$ cat src/rtl/audio_pkg.sv
// Shared types and helpers for the audio output scheduler.
// Latency: n/a (types, constants and a combinational saturating add).
// Backpressure: n/a.
//
// Contents:
//   AUDIO_WIDTH    sample width, two's complement
//   sched_state_t  scheduler FSM states
//   sample_t       signed audio sample
//   sat_add(a,b)   signed add clamped to the sample range
package audio_pkg;

   localparam int AUDIO_WIDTH = 16;

   typedef enum logic [2:0] {
      IDLE,
      POP,
      GEN,
      MIX,
      WRITE
   } sched_state_t;

   typedef logic signed [AUDIO_WIDTH-1:0] sample_t;

   // One guard bit is enough: if it disagrees with the sample sign bit the
   // true sum is outside the sample range, and the guard bit gives the sign.
   function automatic sample_t sat_add(input sample_t a, input sample_t b);
      logic signed [AUDIO_WIDTH:0] sum;
      sum = {a[AUDIO_WIDTH-1], a} + {b[AUDIO_WIDTH-1], b};
      if (sum[AUDIO_WIDTH] != sum[AUDIO_WIDTH-1])
         sat_add = sum[AUDIO_WIDTH] ? {1'b1, {(AUDIO_WIDTH-1){1'b0}}}
                                    : {1'b0, {(AUDIO_WIDTH-1){1'b1}}};
      else
         sat_add = sum[AUDIO_WIDTH-1:0];
   endfunction

endpackage

$ cat src/rtl/audio_out_scheduler_fifo.sv
// Generic synchronous FIFO holding incoming audio samples.
// Latency: a pushed word is visible at o_head_dat the cycle after the push.
// Backpressure: pushes are ignored while full unless a pop happens in the same cycle.
//
// Ports:
//   clk, rst_n            clock, asynchronous active-low reset
//   i_push, i_push_dat    write request and data
//   i_pop                 read request; the head word is consumed
//   o_head_dat            word at the head of the queue (fall-through)
//   o_full, o_empty       occupancy flags
//   o_level               occupancy, 0..DEPTH
module sample_fifo #(
   parameter int DEPTH = 4,
   parameter int WIDTH = 16
) (
   input  logic                     clk,
   input  logic                     rst_n,
   input  logic                     i_push,
   input  logic [WIDTH-1:0]         i_push_dat,
   input  logic                     i_pop,
   output logic [WIDTH-1:0]         o_head_dat,
   output logic                     o_full,
   output logic                     o_empty,
   output logic [$clog2(DEPTH):0]   o_level
);

   localparam int AW = $clog2(DEPTH);
   localparam int LW = AW + 1;

   logic [WIDTH-1:0] r_mem [DEPTH];
   logic [AW-1:0]    r_wr_ptr;
   logic [AW-1:0]    r_rd_ptr;
   logic [LW-1:0]    r_level;
   logic             w_do_push;
   logic             w_do_pop;

   assign o_full     = (r_level == LW'(DEPTH));
   assign o_empty    = (r_level == '0);
   assign o_level    = r_level;
   assign o_head_dat = r_mem[r_rd_ptr];

   // On a full FIFO the write lands in the slot being read this cycle; the
   // reader has already taken the old word, so the pair is safe.
   assign w_do_push = i_push & (~o_full | i_pop);
   assign w_do_pop  = i_pop & ~o_empty;

   always_ff @(posedge clk) begin
      if (w_do_push)
         r_mem[r_wr_ptr] <= i_push_dat;
   end

   always_ff @(posedge clk or negedge rst_n) begin
      if (!rst_n) begin
         r_wr_ptr <= '0;
         r_rd_ptr <= '0;
         r_level  <= '0;
      end else begin
         if (w_do_push)
            r_wr_ptr <= r_wr_ptr + AW'(1);
         if (w_do_pop)
            r_rd_ptr <= r_rd_ptr + AW'(1);
         case ({w_do_push, w_do_pop})
            2'b10:   r_level <= r_level + LW'(1);
            2'b01:   r_level <= r_level - LW'(1);
            default: r_level <= r_level;
         endcase
      end
   end

endmodule

$ cat src/rtl/audio_out_scheduler.sv
// Feeds Audio_Controller's DAC: buffers STM32 samples, mixes in a square tone, paces tone-only output.
// Latency: raw stm_wr edge to write strobe is 6 cycles (2 sync, push, POP, MIX, WRITE).
// Backpressure: WRITE waits on audio_out_allowed; FIFO full drops new samples and sets overflow.
//
// Ports:
//   CLOCK_50, reset_n        clock, asynchronous active-low reset
//   stm_data, stm_wr         asynchronous STM32 sample bus and write strobe (rising edge = sample)
//   stm_ready                registered "FIFO not full"
//   tone_sel                 square tone select, 0 = off
//   audio_out_allowed        DAC path can accept a sample
//   left/right_channel_audio_out  mixed sample, identical on both channels
//   write_audio_out          one-cycle write strobe
//   fifo_level, overflow     FIFO occupancy, sticky drop flag
module audio_out_scheduler
   import audio_pkg::*;
#(
   parameter int FIFO_DEPTH   = 4,
   parameter int TONE_AMP     = 10000,
   parameter int SAMPLE_DIV   = 6250,
   parameter int IDLE_TIMEOUT = 12500
) (
   input  logic                          CLOCK_50,
   input  logic                          reset_n,
   input  logic [AUDIO_WIDTH-1:0]        stm_data,
   input  logic                          stm_wr,
   output logic                          stm_ready,
   input  logic [3:0]                    tone_sel,
   input  logic                          audio_out_allowed,
   output logic [AUDIO_WIDTH-1:0]        left_channel_audio_out,
   output logic [AUDIO_WIDTH-1:0]        right_channel_audio_out,
   output logic                          write_audio_out,
   output logic [$clog2(FIFO_DEPTH):0]   fifo_level,
   output logic                          overflow
);

   localparam int IW = $clog2(IDLE_TIMEOUT + 1);
   localparam int PW = $clog2(SAMPLE_DIV);

   logic [2:0]             r_wr_sync;
   logic [AUDIO_WIDTH-1:0] r_dat_d1;
   logic [AUDIO_WIDTH-1:0] r_dat_d2;
   logic                   w_wr_rise;
   logic                   w_push;
   logic                   w_drop;
   logic                   w_pop;
   logic                   w_full;
   logic                   w_empty;
   logic [AUDIO_WIDTH-1:0] w_head;

   sched_state_t           r_state;
   sched_state_t           w_state_nxt;
   logic                   w_write;
   logic                   w_gen_ok;

   logic [3:0]             r_tone_sel;
   logic [18:0]            r_tone_cnt;
   logic                   r_tone_neg;
   sample_t                w_tone;

   logic [IW-1:0]          r_idle_cnt;
   logic [PW-1:0]          r_pace_cnt;

   sample_t                r_sample;
   sample_t                r_chan;
   logic                   r_overflow;
   logic                   r_stm_ready;

   // ---------------- capture path ----------------
   // stm_data is delayed by two flops so it lines up with the synchronized
   // strobe; the STM holds it long enough for that to be safe.
   always_ff @(posedge CLOCK_50 or negedge reset_n) begin
      if (!reset_n) begin
         r_wr_sync <= '0;
         r_dat_d1  <= '0;
         r_dat_d2  <= '0;
      end else begin
         r_wr_sync <= {r_wr_sync[1:0], stm_wr};
         r_dat_d1  <= stm_data;
         r_dat_d2  <= r_dat_d1;
      end
   end

   assign w_wr_rise = r_wr_sync[1] & ~r_wr_sync[2];
   assign w_push    = w_wr_rise & (~w_full | w_pop);
   assign w_drop    = w_wr_rise & w_full & ~w_pop;

   sample_fifo #(
      .DEPTH (FIFO_DEPTH),
      .WIDTH (AUDIO_WIDTH)
   ) u_fifo (
      .clk        (CLOCK_50),
      .rst_n      (reset_n),
      .i_push     (w_push),
      .i_push_dat (r_dat_d2),
      .i_pop      (w_pop),
      .o_head_dat (w_head),
      .o_full     (w_full),
      .o_empty    (w_empty),
      .o_level    (fifo_level)
   );

   // ---------------- tone generator ----------------
   // While the tone is off the counter is parked at 0 with phase +, so a newly
   // selected tone always starts a fresh positive half-period. Once running,
   // a new nonzero selection is only picked up at a phase toggle.
   always_ff @(posedge CLOCK_50 or negedge reset_n) begin
      if (!reset_n) begin
         r_tone_sel <= '0;
         r_tone_cnt <= '0;
         r_tone_neg <= 1'b0;
      end else if (tone_sel == 4'd0) begin
         r_tone_sel <= '0;
         r_tone_cnt <= '0;
         r_tone_neg <= 1'b0;
      end else if (r_tone_sel == 4'd0) begin
         r_tone_sel <= tone_sel;
         r_tone_cnt <= '0;
      end else if (r_tone_cnt == {r_tone_sel, 15'd3000}) begin
         r_tone_cnt <= '0;
         r_tone_neg <= ~r_tone_neg;
         r_tone_sel <= tone_sel;
      end else begin
         r_tone_cnt <= r_tone_cnt + 19'd1;
      end
   end

   assign w_tone = (r_tone_sel == 4'd0) ? sample_t'(0)
                 : (r_tone_neg ? sample_t'(-TONE_AMP) : sample_t'(TONE_AMP));

   // ---------------- idle / pace counters ----------------
   always_ff @(posedge CLOCK_50 or negedge reset_n) begin
      if (!reset_n) begin
         r_idle_cnt <= '0;
         r_pace_cnt <= '0;
      end else begin
         if (w_push)
            r_idle_cnt <= '0;
         else if (w_empty && (r_idle_cnt != IW'(IDLE_TIMEOUT)))
            r_idle_cnt <= r_idle_cnt + IW'(1);
         r_pace_cnt <= (r_pace_cnt == PW'(SAMPLE_DIV - 1)) ? '0 : r_pace_cnt + PW'(1);
      end
   end

   assign w_gen_ok = (r_tone_sel != 4'd0) &&
                     (r_idle_cnt == IW'(IDLE_TIMEOUT)) &&
                     (r_pace_cnt == PW'(SAMPLE_DIV - 1));

   // ---------------- scheduler FSM ----------------
   always_ff @(posedge CLOCK_50 or negedge reset_n) begin
      if (!reset_n)
         r_state <= IDLE;
      else
         r_state <= w_state_nxt;
   end

   always_comb begin
      w_state_nxt = r_state;
      w_pop       = 1'b0;
      w_write     = 1'b0;
      case (r_state)
         IDLE: begin
            // Stream samples win over generated ones.
            if (!w_empty)
               w_state_nxt = POP;
            else if (w_gen_ok)
               w_state_nxt = GEN;
         end
         POP: begin
            w_pop       = 1'b1;
            w_state_nxt = MIX;
         end
         GEN:   w_state_nxt = MIX;
         MIX:   w_state_nxt = WRITE;
         WRITE: begin
            if (audio_out_allowed) begin
               w_write     = 1'b1;
               w_state_nxt = IDLE;
            end
         end
         default: w_state_nxt = IDLE;
      endcase
   end

   // ---------------- datapath and status ----------------
   always_ff @(posedge CLOCK_50 or negedge reset_n) begin
      if (!reset_n) begin
         r_sample    <= '0;
         r_chan      <= '0;
         r_overflow  <= 1'b0;
         r_stm_ready <= 1'b1;
      end else begin
         case (r_state)
            POP:     r_sample <= w_head;
            GEN:     r_sample <= '0;
            MIX:     r_chan   <= sat_add(r_sample, w_tone);
            default: r_sample <= r_sample;
         endcase
         if (w_drop)
            r_overflow <= 1'b1;
         r_stm_ready <= ~w_full;
      end
   end

   // The strobe is decoded from the state register, so reset removes it
   // without waiting for a clock edge.
   assign write_audio_out         = w_write;
   assign left_channel_audio_out  = r_chan;
   assign right_channel_audio_out = r_chan;
   assign overflow                = r_overflow;
   assign stm_ready               = r_stm_ready;

endmodule
$ cat config.mk
export PLATFORM = sky130hd
export DESIGN_NAME = audio_out_scheduler
export DESIGN_NICKNAME = d
export VERILOG_FILES = /design/src/rtl/audio_pkg.sv /design/src/rtl/audio_out_scheduler_fifo.sv /design/src/rtl/audio_out_scheduler.sv
export SDC_FILE = /design/constraint.sdc
export NUM_CORES = 1
export LEC_CHECK = 0
export ABC_AREA = 1
export CORE_ASPECT_RATIO = 1.75
export CORE_MARGIN = 10
export CORE_UTILIZATION = 35
export CTS_CLUSTER_SIZE = 24
export DETAILED_ROUTE_END_ITERATION = 10
export GPL_ROUTABILITY_DRIVEN = 0
export MAX_ROUTING_LAYER = met4
export PLACE_DENSITY = 0.6
export SLEW_MARGIN = 40
export SYNTH_ARGS = -nofsm -noshare
export SYNTH_HDL_FRONTEND = slang
export SYNTH_SLANG_ARGS = --single-unit
$ cat constraint.sdc
create_clock -name CLOCK_50 -period 4.5 [get_ports CLOCK_50]
set_input_delay 1.35 -clock CLOCK_50 [delete_from_list [all_inputs] [get_ports CLOCK_50]]
set_output_delay 1.35 -clock CLOCK_50 [all_outputs]
set_load 0.02 [all_outputs]
==> flow_metrics.tcl, run 1 <==
set metrics [dict create \
    outcome "finished, final reports clean" \
    firstDrtPassIters 5 \
    hold_slack_ns 0.3502 \
    cp.arrival_ns 2.66 \
    p_comb_frac 0.386 \
    area_growth_pct 16.81 \
    finalSetupTns_ns 0 \
    slew_violations 0 \
    fin_ws_ns 0.4872 \
    die_h_microns 227.2 \
    netlist_area_sq_mm 0.008588 \
    via_count 5960 \
    rows 75 \
    first_iter_violations 370 \
    io_pins 62 \
    power_frac_seq 0.382 \
    avgSynthCellArea_sq_um 9.838 \
    hp-class "reg2reg" \
    max_slew_margin 0.5930 \
    synth_mux_area_frac 0.001311 \
    wl_per_cell_microns 13.61 \
    cts_buffers 17 \
    cts_setup_buffers 0 \
    diodes 0 \
    overflow 0 \
    synth_top_family_by_area "simple AND/OR/NAND/NOR gates" \
    cts_tree "done" \
    period_minus_slack_ns 4.013 \
    ys_warn_count 0 \
    crit_start "audio_out_allowed" \
    start_kind "input port" \
    viasPerCell 4.772 \
    ir_drop_mv 0.2806 \
    ctsResizeCount 0 \
    cts-hold-fix-buffers 0 \
    cts_sinks 194 \
    worstSkewPairLatency_ns 0.44 \
    worst_setup_path_end_kind "output port" \
    syn-num-nets 911 \
    design.core.area_sq_mm 0.02412 \
    fillCellCount 2300 \
    hold_viol 0 \
    switchingPower_uw 2434 \
    finalSetupViolCount 0 \
    fin_worst_skew_ns 0.008473 \
    die_width_microns 138.4 \
    netSwitchingFraction 0.3897 \
    ant_nets 0 \
    r2r-start "r_tone_sel[0]" \
    pre_cts_slack_ns 0.4695 \
    clock_path_buffers 2 \
    grt_start_max_net_pins 67 \
    antenna_found_initial 0 \
    initial_core_util 0.3561 \
    cp.required_ns 3.15 \
    drive_gt1_frac 0.08714 \
    dieArea_sq_mm 0.03145 \
    max_freq_ghz 0.2492 \
    top_usage_layer "met2" \
    critPathKind "in2out" \
    fin_nets 966 \
    worst_slew_pin_slew_ns 0.6105 \
    intPower_uw 3813 \
    power_frac_clock 0.232 \
    synth-simple-area-share 0.1897 \
    cts.clk_slew.worst_paths_ns 0.07 \
    use_met3 0.02796 \
    grt_pass1_vias 6145 \
    total_power_uw 6247 \
    cts_root_buf "clkbuf_16" \
    power_density_mw_per_mm2 622.7 \
    synth_xor_area_frac 0.01938 \
    htreeDepth 4 \
    synth.distinct_cells 43 \
    min-delay-start "r_dat_d1[5]" \
    synthAdderAreaFrac 0.02127 \
    drt-total-wl_microns 17000 \
    synth-compound-area-share 0.09411 \
    grt_use_total 0.1152 \
    maxCapViolCount 0 \
    gr-usage-met1 0.1042 \
    drc 0 \
    fin_crit_sh 0.8917 \
    syn_inst 873 \
    rsz0062_at_grt "false" \
    numPortBuffers 61 \
    grt_pass1_wl_microns 28990 \
    cellLeakagePower_uw 0.004240 \
    yosysSeqAreaShare 0.6027 \
    ys_ff_latch 194 \
    dp_hpwl_microns 12390 \
    grt.met2_usage 0.2236 \
    cp_max_fo 2 \
]
-- registers in the layout, summed over array words and instances (netlist names), 2 cells and up --
| register | cells |
|---|---|
| r_dat_d2 | 16 |
| r_state | 3 |
| r_sample | 16 |
| r_idle_cnt | 14 |
| u_fifo.o_level | 3 |
| r_dat_d1 | 16 |
| r_tone_cnt | 19 |
| u_fifo.r_wr_ptr | 2 |
| left_channel_audio_out | 16 |
| u_fifo.r_rd_ptr | 2 |
| r_wr_sync | 3 |
| u_fifo.r_mem | 64 |
| r_pace_cnt | 13 |
| r_tone_sel | 4 |
-- per-layer routing --
layer,part of all wire,vias to the layer above
met3,0.038,23
met5,0,-
li1,-,3000
met2,0.57,101
met1,0.37,2836
met4,0.022,0
-- stage by stage --
step / cells / area (sq um) / utilization
floorplan: 873 / 8588 / -
global placement: 1217 / 9465 / 0.3925
detailed placement: 1217 / 9465 / 0.3925
CTS: 1249 / 10030 / 0.4160
global route: 1249 / 10030 / 0.4160
finish: 1249 / 10030 / 0.4160
-- cells in the final DEF (no fill, tap or decap), types with 13 or more instances in the layout --
master,synthesis,routed
nor2_1,97,97
xor2_1,13,13
nor3_1,24,23
o21ai_0,80,80
nand3_1,56,56
ha_1,13,13
edfxtp_1,64,64
clkdlybuf4s50_1,0,60
inv_1,104,103
nand2_1,126,126
dfrtp_1,129,129
a21oi_1,30,30
o22ai_1,16,16
clkbuf_16,0,17
-- synthesized netlist by cell type, drive strengths merged --
cell type / n / area, sq um
nand2: 142 / 598.1
dfrtp: 129 / 3228
inv: 107 / 401.6
nor2: 103 / 401.6
o21ai: 83 / 415.4
edfxtp: 64 / 1922
nand3: 58 / 300.3
a21oi: 31 / 166.4
nor3: 26 / 140.1
buf: 20 / 156.4
o22ai: 16 / 100.1
clkbuf: 15 / 56.30
ha: 13 / 162.7
xor2: 13 / 113.9
nand4: 11 / 68.82
nor4: 8 / 50.05
xnor2: 6 / 52.55
a22o: 5 / 43.79
nor3b: 5 / 37.54
or2: 4 / 25.02
o21bai: 3 / 26.27
o21a: 2 / 15.01
a2bb2oi: 1 / 8.760
a31o: 1 / 8.760
a31oi: 1 / 6.260
dfstp: 1 / 26.28
fa: 1 / 20.02
mux2: 1 / 11.26
o211ai: 1 / 7.510
o311a: 1 / 10.01
or4: 1 / 7.510
-- kinds of logic (layout without fill, tap and decap cells) --
family                   Yosys count  count (layout)
multiplexers                       1               1
buffers and inverters            142             210
AND/OR/NAND/NOR                  358             358
adder cells (fa/ha/maj)           14              14
flip-flops                       194             194
XOR/XNOR                          19              19
AO/OA/AOI/OAI                    145             145
-- power by group through the flow --
stage,clock network (uW),registers [uW],logic [uW]
6_report,1450,2390,2410
3_5_place_dp,0,2430,2450
5_1_grt,1560,2440,2730
2_1_floorplan,0,2470,1690
4_1_cts,1490,2400,2460
3_3_place_gp,0,2420,2420
-- layout make-up --
class                           instances  area [sq um]  area share
Clock buffer                           18         429.2     0.04278
Clock inverter                         14         137.6     0.01372
Inverter                              107         401.6     0.04003
Multi-Input combinational cell        537          2803      0.2794
Sequential cell                       194          5176      0.5160
Tap cell                              308         385.4     0.03841
Timing Repair Buffer                   71         699.4     0.06972
-- worst max-delay path, stage by stage --
cell and delay (ns):
clkdlybuf4s50_1 0.45, inv_1 0.05, nor4_1 0.16, clkdlybuf4s50_1 0.66
-- worst paths after layout --
path,end,slack [ns],cells after the start
max in group asynchronous,stm_ready,2.80,2
max,write_audio_out,0.49,4
min in group asynchronous,r_tone_cnt[17],0.88,1
max reg2reg,left_channel_audio_out[11],1.95,17
min reg2reg,r_dat_d2[5],0.35,0
min,r_dat_d2[5],0.35,0
No activity file was read; power rests on OpenSTA's default activity.
==> inputs of run 2 (changes only) <==
--- a/config.mk
+++ b/config.mk
@@ -6,14 +6,16 @@
 export NUM_CORES = 1
 export LEC_CHECK = 0
 export ABC_AREA = 1
+export CAP_MARGIN = 20
 export CORE_ASPECT_RATIO = 1.75
 export CORE_MARGIN = 10
-export CORE_UTILIZATION = 35
+export CORE_UTILIZATION = 62
 export CTS_CLUSTER_SIZE = 24
 export DETAILED_ROUTE_END_ITERATION = 10
+export DONT_BUFFER_PORTS = 1
 export GPL_ROUTABILITY_DRIVEN = 0
 export MAX_ROUTING_LAYER = met4
-export PLACE_DENSITY = 0.6
+export PLACE_DENSITY = 0.86
 export SLEW_MARGIN = 40
 export SYNTH_ARGS = -nofsm -noshare
 export SYNTH_HDL_FRONTEND = slang
==> flow_metrics.tcl, run 2 (synthesized netlist as in run 1, its figures left out) <==
set metrics [dict create \
    grt_pass1_wl_microns 28450 \
    die_h_microns 175.7 \
    r2r_cells 11 \
    slew_violations 0 \
    initial_core_util 0.6351 \
    power_density_mw_per_mm2 653.7 \
    mostFrequentLayoutCells "dfrtp_1 (129), nand2_1 (126), inv_1 (103)" \
    die_width_microns 109.0 \
    ff2ff_setup_slack_ns 1.94 \
    overflow 0 \
    worst-path-buf-inv 2 \
    finalSetupTns_ns 0 \
    max_stage_delay_ns 0.23 \
    max_slew_margin 0.6119 \
    cts_root_buf "clkbuf_16" \
    regMostFlops "u_fifo.r_mem" \
    top_regs "u_fifo.r_mem x64, r_tone_cnt x19" \
    outcome "finished, final reports clean" \
    dp_hpwl_microns 10920 \
    maxCapViolCount 0 \
    firstDrtPassIters 6 \
    hp-class "reg2reg" \
    clock_path_buffers 2 \
    htreeDepth 4 \
    start_kind "input port" \
    worstSkewPairLatency_ns 0.43 \
    cts_setup_buffers 0 \
    rsz0062_at_grt "false" \
    io_pins 62 \
    wl_per_cell_microns 15.99 \
    path_delay_family "buffers and inverters" \
    dieArea_sq_mm 0.01915 \
    min-delay-start "r_dat_d1[4]" \
    rows 56 \
    cts-hold-fix-buffers 0 \
    hold_viol 0 \
    crit_start "audio_out_allowed" \
    min_to "r_dat_d2[4]" \
    grt_start_max_net_pins 131 \
    first_iter_violations 420 \
    antenna_found_initial 0 \
    cp_max_fo 2 \
    drive_gt1_frac 0.09205 \
    diodes 0 \
    cp.arrival_ns 1.82 \
    worst_setup_path_end_kind "output port" \
    cts.clk_slew.worst_paths_ns 0.06 \
    ant_nets 0 \
    numPortBuffers 0 \
    hold_depth 0 \
    area_growth_pct 8.202 \
    worst_slew_pin_slew_ns 0.5821 \
    cts_sinks 194 \
    fillCellCount 942 \
    via_count 6021 \
    design.core.area_sq_mm 0.01352 \
    fin_worst_skew_ns 0.01341 \
    max_freq_ghz 0.3156 \
    r2r-start "u_fifo.o_level[2]" \
    largest_reg_flops 64 \
    ctsResizeCount 0 \
    period_minus_slack_ns 3.168 \
    cts_buffers 17 \
    viasPerCell 5.713 \
    critPathKind "in2out" \
    finalSetupViolCount 0 \
    cellLeakagePower_uw 0.004018 \
    crit_chain "inv_1 -> nor4_1 -> buf_4" \
    cp.required_ns 3.15 \
    fin_nets 905 \
    fin_crit_sh 0.7041 \
    final_common_cell "dfrtp_1" \
    grt_pass1_vias 6142 \
    drc 0 \
    worst_r2r_endpoint "u_fifo.o_level[2]" \
    total_power_uw 6074 \
    grt_use_total 0.1898 \
    drt-total-wl_microns 16860 \
    cts_tree "done" \
    worst_path_max_delay_cell "nor4_1" \
    ir_drop_mv 0.3331 \
]
## run 2: changes by cell type in the layout (fill, tap and decap cells not counted), sizes merged
| cell | change |
|---|---|
| buf | -1 |
| clkinv | -3 |
| bufinv | +1 |
| clkbuf | +6 |
| inv | -4 |
| clkdlybuf4s50 | -60 |
## run 2: final cells by class
cell class / count / area, sq um / share of cell area
well taps: 174 / 217.7 / 0.02343
clock inverters: 8 / 85.08 / 0.009156
clock buffers: 24 / 534.3 / 0.05749
inverters: 107 / 401.6 / 0.04322
flip-flops and latches: 194 / 5176 / 0.5570
repair buffers: 10 / 75.07 / 0.008079
multi-input cells: 537 / 2803 / 0.3016
## run 2: per-stage QoR
stage	setup slack (ns)	std cells	utilization	hold WS, ns	cell area (sq um)
2_1_floorplan	1.143	873	-	0.3312	8588
3_3_place_gp	1.404	1022	0.6414	0.3342	8673
3_5_place_dp	1.350	1022	0.6414	0.3347	8673
4_1_cts	1.346	1054	0.6872	0.3494	9293
5_1_grt	1.316	1054	0.6872	0.3563	9293
6_report	1.332	1054	0.6872	0.3482	9293
## run 2: worst max path at each step
stage                                 end  slack (ns)  cells past startpoint
after global placement    write_audio_out        1.40                      3
after CTS                 write_audio_out        1.35                      3
after floorplan           write_audio_out        1.14                      2
final                     write_audio_out        1.33                      3
after global routing      write_audio_out        1.32                      3
after detailed placement  write_audio_out        1.35                      3
## run 2: worst reg2reg max path, cell delays in order (launching register included)
cell,delay (ns)
dfrtp_1,0.50
inv_1,0.11
nor3_1,0.22
inv_1,0.11
o21ai_1,0.17
buf_4,0.26
ha_1,0.19
inv_1,0.07
fa_1,0.38
a21oi_1,0.15
o21ai_0,0.13
xor2_1,0.16
## run 2: routing by layer
layer	vias to the layer above	global-route usage	routed length, microns
li1	2878	-	-
met1	2901	0.1933	6300
met2	206	0.3371	9367
met3	36	0.03959	878
met4	0	0.08389	310
met5	-	-	0
## run 2: report_power, final
group / total [uW] / internal [uW] / leakage, uW / switching (uW)
Clock: 1550 / 898 / 0.000308 / 657
Combinational: 1900 / 635 / 0.00152 / 1270
Sequential: 2620 / 2160 / 0.00219 / 461
Total: 6070 / 3690 / 0.00402 / 2390
